### src/rtl/regfile_wb_arbiter.sv
`default_nettype none
// ============================================================================
//  Module   : regfile_wb_arbiter
//  Purpose  : Arbiter for the single register-file write port. Merges the
//             in-order pipeline writeback (port A) with results from a
//             long-latency unit (port B). B results are buffered in a small
//             FIFO. When the FIFO head has waited STARVE_MAX cycles, the
//             pipeline is stalled for one cycle so that the head can drain.
//
//  Parameters
//    DEPTH        : B-result FIFO entries (power of two, 2..8)
//    STARVE_MAX   : cycles the FIFO head may wait before a forced drain (>=1)
//    REG_ADDR_LEN : register address width
//    REG_LENGTH   : register data width
//
//  Ports
//    clk, rst            : clock and synchronous active-high reset
//    aWe/aAddr/aData     : pipeline writeback (writes to r0 are discarded)
//    bValid/bReady       : long-latency result handshake
//    bAddr/bData         : long-latency result (r0 results are not stored)
//    stall               : pipeline must hold its writeback this cycle
//    we/wAddr/wData      : register-file write port
//    regaAddr/regbAddr   : register-file read addresses (for forwarding)
//    fwda*/fwdb*         : same-cycle write-to-read forwarding
//
//  Configuration macro
//    REGFILE_WB_FWD_EN   : defined   -> forwarding compare logic is built
//                          undefined -> fwd*Valid / fwd*Data tied to 0
//
//  Revision : 1.0  initial release
// ============================================================================
module regfile_wb_arbiter #(
    parameter int DEPTH        = 2,
    parameter int STARVE_MAX   = 4,
    parameter int REG_ADDR_LEN = 5,
    parameter int REG_LENGTH   = 32
) (
    input  logic                    clk,
    input  logic                    rst,
    // pipeline writeback (port A)
    input  logic                    aWe,
    input  logic [REG_ADDR_LEN-1:0] aAddr,
    input  logic [REG_LENGTH-1:0]   aData,
    // long-latency result (port B)
    input  logic                    bValid,
    output logic                    bReady,
    input  logic [REG_ADDR_LEN-1:0] bAddr,
    input  logic [REG_LENGTH-1:0]   bData,
    // pipeline hold request
    output logic                    stall,
    // register-file write port
    output logic                    we,
    output logic [REG_ADDR_LEN-1:0] wAddr,
    output logic [REG_LENGTH-1:0]   wData,
    // forwarding
    input  logic [REG_ADDR_LEN-1:0] regaAddr,
    input  logic [REG_ADDR_LEN-1:0] regbAddr,
    output logic                    fwdaValid,
    output logic                    fwdbValid,
    output logic [REG_LENGTH-1:0]   fwdaData,
    output logic [REG_LENGTH-1:0]   fwdbData
);

    // ------------------------------------------------------------------
    // Widths and constants
    // ------------------------------------------------------------------
    localparam int c_PTR_W  = (DEPTH > 1) ? $clog2(DEPTH) : 1;
    localparam int c_CNT_W  = $clog2(DEPTH + 1);
    localparam int c_WAIT_W = (STARVE_MAX > 1) ? $clog2(STARVE_MAX + 1) : 1;

    localparam logic [c_CNT_W-1:0]  c_CNT_FULL = c_CNT_W'(DEPTH);
    localparam logic [c_CNT_W-1:0]  c_CNT_ONE  = c_CNT_W'(1);
    localparam logic [c_PTR_W-1:0]  c_PTR_ONE  = c_PTR_W'(1);
    localparam logic [c_WAIT_W-1:0] c_WAIT_MAX = c_WAIT_W'(STARVE_MAX);
    localparam logic [c_WAIT_W-1:0] c_WAIT_ONE = c_WAIT_W'(1);

    // ------------------------------------------------------------------
    // State
    // ------------------------------------------------------------------
    logic [REG_ADDR_LEN-1:0] r_fifo_addr [DEPTH];
    logic [REG_LENGTH-1:0]   r_fifo_data [DEPTH];
    logic [c_PTR_W-1:0]      r_wr_ptr;
    logic [c_PTR_W-1:0]      r_rd_ptr;
    logic [c_CNT_W-1:0]      r_count;
    logic [c_WAIT_W-1:0]     r_wait_cnt;

    // ------------------------------------------------------------------
    // Arbitration decode
    // ------------------------------------------------------------------
    logic w_a_valid;
    logic w_head_valid;
    logic w_stall;
    logic w_head_issue;
    logic w_a_issue;
    logic w_b_ready;
    logic w_push;
    logic w_pop;

    assign w_a_valid    = aWe && (aAddr != '0);
    assign w_head_valid = (r_count != '0);

    // A forced drain only happens when there is a head to drain, so the
    // stall can never fire on an empty FIFO.
    assign w_stall      = !rst && w_head_valid && (r_wait_cnt == c_WAIT_MAX);

    // Head issues on a forced drain, or opportunistically when A is idle.
    assign w_head_issue = !rst && w_head_valid && (w_stall || !w_a_valid);
    assign w_a_issue    = !rst && !w_stall && w_a_valid;

    // bReady looks only at the stored count: a full FIFO does not accept a
    // new result even if the head is popping in the same cycle.
    assign w_b_ready    = !rst && (r_count != c_CNT_FULL);

    // r0 results complete the handshake but are dropped.
    assign w_push       = bValid && w_b_ready && (bAddr != '0);
    assign w_pop        = w_head_issue;

    assign bReady       = w_b_ready;
    assign stall        = w_stall;

    // ------------------------------------------------------------------
    // Write-port mux (combinational from A for zero-latency writeback)
    // ------------------------------------------------------------------
    always_comb begin
        we    = 1'b0;
        wAddr = '0;
        wData = '0;
        if (w_head_issue) begin
            we    = 1'b1;
            wAddr = r_fifo_addr[r_rd_ptr];
            wData = r_fifo_data[r_rd_ptr];
        end else if (w_a_issue) begin
            we    = 1'b1;
            wAddr = aAddr;
            wData = aData;
        end
    end

    // ------------------------------------------------------------------
    // FIFO control and starvation counter
    // ------------------------------------------------------------------
    always_ff @(posedge clk) begin
        if (rst) begin
            r_wr_ptr   <= '0;
            r_rd_ptr   <= '0;
            r_count    <= '0;
            r_wait_cnt <= '0;
        end else begin
            if (w_push) begin
                r_wr_ptr <= r_wr_ptr + c_PTR_ONE;
            end
            if (w_pop) begin
                r_rd_ptr <= r_rd_ptr + c_PTR_ONE;
            end

            unique case ({w_push, w_pop})
                2'b10:   r_count <= r_count + c_CNT_ONE;
                2'b01:   r_count <= r_count - c_CNT_ONE;
                default: r_count <= r_count;
            endcase

            // The counter measures how long the current head has waited; a
            // new head (after a pop, or arriving into an empty FIFO) starts
            // from zero.
            if (!w_head_valid || w_pop) begin
                r_wait_cnt <= '0;
            end else if (r_wait_cnt != c_WAIT_MAX) begin
                r_wait_cnt <= r_wait_cnt + c_WAIT_ONE;
            end
        end
    end

    // Storage needs no reset: entries are only read while counted valid.
    always_ff @(posedge clk) begin
        if (w_push) begin
            r_fifo_addr[r_wr_ptr] <= bAddr;
            r_fifo_data[r_wr_ptr] <= bData;
        end
    end

    // ------------------------------------------------------------------
    // Forwarding
    // ------------------------------------------------------------------
`ifdef REGFILE_WB_FWD_EN
    // The register file returns the old value during its write cycle, so
    // the value being written is bypassed to a matching read port. we is
    // already low during reset, which keeps the forwarding outputs at 0.
    logic w_fwda_hit;
    logic w_fwdb_hit;

    assign w_fwda_hit = we && (wAddr == regaAddr) && (regaAddr != '0);
    assign w_fwdb_hit = we && (wAddr == regbAddr) && (regbAddr != '0);

    assign fwdaValid  = w_fwda_hit;
    assign fwdbValid  = w_fwdb_hit;
    assign fwdaData   = w_fwda_hit ? wData : '0;
    assign fwdbData   = w_fwdb_hit ? wData : '0;
`else
    // Read addresses are only needed by the forwarding compare.
    logic w_unused_fwd;
    assign w_unused_fwd = ^{regaAddr, regbAddr};

    assign fwdaValid  = 1'b0;
    assign fwdbValid  = 1'b0;
    assign fwdaData   = '0;
    assign fwdbData   = '0;
`endif

endmodule
`default_nettype wire

### config.mk
export PLATFORM = sky130hd
export DESIGN_NAME = regfile_wb_arbiter
export DESIGN_NICKNAME = d
export VERILOG_FILES = /design/src/rtl/regfile_wb_arbiter.sv
export SDC_FILE = /design/constraint.sdc
export NUM_CORES = 1
export LEC_CHECK = 0
export BUFFER_PORTS_ARGS = -buffer_cell sky130_fd_sc_hd__buf_2
export CORE_ASPECT_RATIO = 1.4
export CORE_MARGIN = 3
export CORE_UTILIZATION = 40
export DETAILED_ROUTE_END_ITERATION = 12
export PLACE_DENSITY = 0.74
export SLEW_MARGIN = 40
export SYNTH_ARGS = -nofsm -noshare
export SYNTH_HDL_FRONTEND = slang
export SYNTH_SLANG_ARGS = --single-unit
### constraint.sdc
create_clock -name clk -period 3.44 [get_ports clk]
set_input_delay 0.172 -clock clk [delete_from_list [all_inputs] [get_ports clk]]
set_output_delay 0.172 -clock clk [all_outputs]
set_load 0.01 [all_outputs]
; Word level (Yosys, flattened, before mapping)
; Memory sizes are Yosys's and may differ from the RTL's. A register that Yosys moved wholly into a read port is not among the register bits.
; Cells that the tools add are included.
[classes]
add_sub_neg = 5
eq_ne = 5
n_mux = 13
n_reduce_logical = 20
[ops]
columns = op, count
row1 = 32-bit two-way mux, 2
row2 = 5-bit two-way mux, 2
row3 = 5-bit nonzero test, 2
row4 = 1-bit logical AND, 9
row5 = 1-bit two-way mux, 8
row6 = 1-bit zero test, 4
row7 = 2-bit one-hot mux with 2 select lines, 1
row8 = 2-bit nonzero test, 2
row9 = 3-bit by 1-bit adder with 3-bit output (second input constant), 1
row10 = 3-bit equality test (second input constant), 1
row11 = 3-bit != test (second input constant), 1
row12 = 1-bit adder (second input constant), 2
row13 = 2-bit by 1-bit adder with 2-bit output (second input constant), 1
row14 = 2-bit by 1-bit equality test with 1-bit output (second input constant), 1
row15 = 2-bit equality test (second input constant), 1
row16 = 1-bit logical OR, 2
row17 = 2-bit != test (second input constant), 1
row18 = 2-bit OR reduction, 1
row19 = 2-bit by 1-bit subtractor with 2-bit output (second input constant), 1
[word_totals]
reg_bits = 7
mem_bits_rw = 74
out_inout_bits = 106
elab_cells = 49
n_memories = 2
[memory_table]
columns = name, depth, word_bits, rd, rd_ports_with_merged_regs, write_ports, line
row1 = r_fifo_data, 2, 32, 1, 1, 1, 81  ; logic [REG_LENGTH-1:0] r_fifo_data [DEPTH];
row2 = r_fifo_addr, 2, 5, 1, 1, 1, 80  ; logic [REG_ADDR_LEN-1:0] r_fifo_addr [DEPTH];

; Logic depth before layout (Yosys ltp)
[logic_depth]
depth_word = 8
ltp_mapped = 11
mapped_depth_nobuf = 10

; Worst setup path before layout
; Ideal clock, no wire load.
[synth_timing]
path_type = register to register
from = reg r_count[0]
to = mem r_fifo_addr[0][0], enable pin
setup_ps = 431
arrival_ps = 2519
t_required_ps = 3009
path_slack_ps = 490
path_stages_with_launch = 5
period_less_slack_ps = 2950
cell_sequence = dfxtp_1 -> inv_1 -> a21oi_1 -> o211ai_1 -> nor2_1
[synth_between]
elab_chain_cells = 6
[synth_rtl]
columns = element, line
row1 = start: declaration, 84  ; logic [c_CNT_W-1:0] r_count;
row2 = start signal: assignment, 157  ; 2'b10: r_count <= r_count + c_CNT_ONE;
row3 = start signal: assignment, 158  ; 2'b01: r_count <= r_count - c_CNT_ONE;
row4 = start signal: assignment, 159  ; default: r_count <= r_count;
row5 = 2-bit != test, 112  ; assign w_b_ready = !rst && (r_count != c_CNT_FULL);
row6 = 1-bit logical AND, 112
row7 = via bReady, 46  ; output logic bReady,
row8 = 1-bit logical AND (2 in series), 115  ; assign w_push = bValid && w_b_ready && (bAddr != '0);
row9 = 1-bit two-way mux, 175  ; if (w_push) begin
row10 = 1-bit two-way mux (implied by the code), 176  ; r_fifo_addr[r_wr_ptr] <= bAddr;
row11 = end: declaration, 80
; The timed path passes the listed nets, and every way through them passes these cells.

; Worst setup path after layout
[layout_timing]
from = reg r_wait_cnt[0]
to = out wData[12]
[layout_between]
elab_chain_cells = 7
[layout_rtl]
columns = element, line
row1 = start: declaration, 85  ; logic [c_WAIT_W-1:0] r_wait_cnt;
row2 = start signal: assignment, 168  ; r_wait_cnt <= r_wait_cnt + c_WAIT_ONE;
row3 = 3-bit equality test *, 104  ; assign w_stall = !rst && w_head_valid && (r_wait_cnt == c_WAIT_MAX);
row4 = 1-bit logical AND *, 104
row5 = 1-bit zero test, 108  ; assign w_a_issue = !rst && !w_stall && w_a_valid;
row6 = 1-bit logical AND (2 in series), 108
row7 = 32-bit two-way mux, 132  ; end else if (w_a_issue) begin
row8 = 32-bit two-way mux *, 128  ; if (w_head_issue) begin
row9 = end: declaration, 54  ; output logic [REG_LENGTH-1:0] wData,
; Mark *: on every way between the ends. The rest lies on a longest branch, timed or not.

==> impl_results.md <==
* Synth Area in XOR/XNOR at 0.00669
* Status: finished clean
* Largest net degree at the start of global routing at 40
* Worst slew pin tran at 0.682 ns
* Drt drc at 0
* Post-route ant nets at 0
* Post-synth EDFFs at 74
* Hold Path Class: in -> reg
* Final count of hold timing violations at 0
* R2R Setup Slk at 1.31 ns
* RSZ-0062 raised after global routing: no
* Antenna violations before repair at 0
* Internal power at 1840 uW
* Critical Path Source Type: register
* FP Rows at 42
* Leakage at 0.00192 uW
* R2R cell count at 5
* All-Layer GR Usage at 0.131
* Combinational Power Share at 0.137
* Final Wtd Congestion at 0.708
* Final #Nets at 495
* R2R Path Start: r_count[0]
* Sw Pwr at 565 uW
* Critical path cell sequence: inv_1, ha_1, nand2_1, o21ba_2, nor2b_2, buf_4, o2bb2ai_1, buf_2
* Max_cap viols at 0
* Commonest non-fill, non-tap cell in the layout: buf_2
* CP max FO at 16
* Mux cell area share after synthesis at 0.102
* Syn. warnings at 0
* Clock Latency Late Sink at 0.33 ns
* Simple-gate share of the synthesized area at 0.0319
* Hpwl dp at 5340 um
* CTS tree: done
* #FFs+latches synth at 82
* Largest family of logic cells by synthesized area: buffers and inverters
* Mapped Cells at 282
* FMAX at 0.456 GHz
* Initial drt markers at 94
* Ports at 194
* DR vias at 2373
* Sequential element share of the synthesized area at 0.607
* WL final at 7130 um
* Final std cells w/o fill at 541
* Longest Clk Path Bufs at 2
* H-tree level count at 3
* Core box area at 0.00951 mm2
* Post-Synth Adder-Cell Area at 0.00956
* Placed cell count at 525
* Synth Cell Area at 0.00393 mm2
* # resized after CTS at 0
* Vias in the first global route at 2278
* Initial Util at 0.413
* Yosys cell types at 27
* Clk pwr share at 0.377
* Predominant post-synthesis flop cell: edfxtp_1
* # diodes at 0
* Via density at 4.39
* Root Driver: clkbuf_16
* Setup tns final at 0 ns
* Most frequent cells in the layout: 117 x buf_2, 74 x edfxtp_1, 66 x conb_1, 40 x mux2i_1, 32 x o2bb2ai_1
* Die area at 0.0111 mm2
* Worst Path Required at 3.27 ns
* First-pass GRT wire length at 11100 um
* Clock sink count at 82
* Reg2Reg Capture Point: r_fifo_data[1][8]
* Worst hold margin at 0.0289 ns
* CP max stage delay at 0.36 ns
* Min Tclk post-route at 2.19 ns
* First-pass DRT Iterations at 4
* Worst hold stages at 1
* CP Capture Type: output port
* GRT overflow at 0
* Synthesized area per cell at 13.9 um2
* CTS clk-pin slew, worst paths at 0.06 ns
* Final slew viol count at 0
* P&R area growth vs syn at 19.9%
* Proportion of layout cells with a drive suffix above 1 at 0.357
* Worst ir drop on vdd at 0.326 mV
* # setup viols final at 0
* Wire per inst at 13.2 um
* Worst path arrival time at 2.02 ns
* CP max stage cell: dfxtp_1
* Flop pwr share at 0.486
* Slew headroom at 0.543
* Hold Crit Start: bData[4]
* Fin crit share at 0.637
* Synth Area in Compound Gates at 0.0905
* Async SR Flop Fraction at 0
* Power Dens Cells at 512 mW/mm2
* Hold EP: r_fifo_data[0][4]
* PortBufs at 117
* CTS Hold Bufs at 0
* CTS Buf Count at 9
* Max Clock Skew at 0.00546 ns
* Switching share of power at 0.234
* Post-CTS Setup Bufs at 0
* Die Ht at 123 um
* Die X at 89.7 um
* Setup CP Type: reg -> out
-- cells in the mapped netlist, types with 4 or more instances --
library cell | count | share of area
inv_1 | 6 | 0.0057
o21ai_1 | 5 | 0.0064
buf_2 | 4 | 0.0051
dfxtp_1 | 8 | 0.041
o2bb2ai_1 | 32 | 0.071
nand2b_1 | 4 | 0.0064
mux2i_1 | 40 | 0.10
nor2_1 | 9 | 0.0086
edfxtp_1 | 74 | 0.57
buf_4 | 67 | 0.13
clkbuf_1 | 4 | 0.0038
nand2_1 | 6 | 0.0057
-- kinds of logic after synthesis --
| kind of cell | Yosys count |
|---|---|
| buf+inv | 84 |
| flops | 82 |
| compound gates | 44 |
| mux | 40 |
| simple gates | 25 |
| fa+ha+maj | 3 |
| xor+xnor | 3 |
| other cells | 1 |
-- per-stage QoR --
step	area, um2	utilization	total power [uW]	setup WS (ns)
2_1_floorplan	4170	-	1450	0.490
3_3_place_gp	4420	0.465	1520	1.09
3_5_place_dp	4420	0.465	1530	1.07
4_1_cts	4700	0.495	2440	1.20
5_1_grt	4700	0.495	2520	1.06
6_report	4700	0.495	2410	1.25
-- layer usage --
layer	up-vias	wire length [um]	global-route usage
met2	127	3760	0.238
li1	1148	-	-
met4	0	151	0.0719
met1	1085	2610	0.140
met3	13	610	0.0323
met5	-	0	0
-- power by group through the flow --
stage / Combinational (uW) / Sequential, uW / Clock, uW
floorplan: 273 / 1180 / 0
global placement: 330 / 1190 / 0
detailed placement: 336 / 1190 / 0
CTS: 337 / 1170 / 930
global route: 368 / 1180 / 975
finish: 331 / 1170 / 907
-- critical path: cells and delay by family, from the launching register on --
family / cells / cell delay [ns]
adder cells (fa/ha/maj): 1 / 0.18
buffers and inverters: 3 / 0.47
AND/OR/NAND/NOR: 2 / 0.31
AO/OA/AOI/OAI: 2 / 0.36
flip-flops: 1 / 0.36
-- how the worst max path moves through the flow --
stage                             start                end  slack, ns  depth (start not counted)
final                     r_wait_cnt[0]          wData[12]       1.25                          8
after CTS                 r_wait_cnt[0]          wData[12]       1.20                          8
after floorplan              r_count[0]  r_fifo_addr[0][0]       0.49                          4
after detailed placement       bAddr[0]         r_count[1]       1.07                          6
after global placement         bAddr[0]         r_count[1]       1.09                          6
after global routing      r_wait_cnt[0]          wData[12]       1.06                          8
-- cell type report --
| cell class | count | area, um2 |
|---|---|---|
| multi-input combinational | 181 | 1210 |
| timing repair buffer | 124 | 638 |
| fill | 818 | 4810 |
| clock buffer | 13 | 240 |
| inverter | 6 | 22.5 |
| tap | 132 | 165 |
| clock inverter | 3 | 42.5 |
| sequential | 82 | 2380 |
-- state kept, by name, summed over array words and instances, names as in the netlist, named ones only --
| signal | flops |
|---|---|
| r_count | 2 |
| r_fifo_addr | 10 |
| r_fifo_data | 64 |
| r_rd_ptr | 1 |
| r_wait_cnt | 3 |
| r_wr_ptr | 1 |
(Power assumes the default switching activity.)
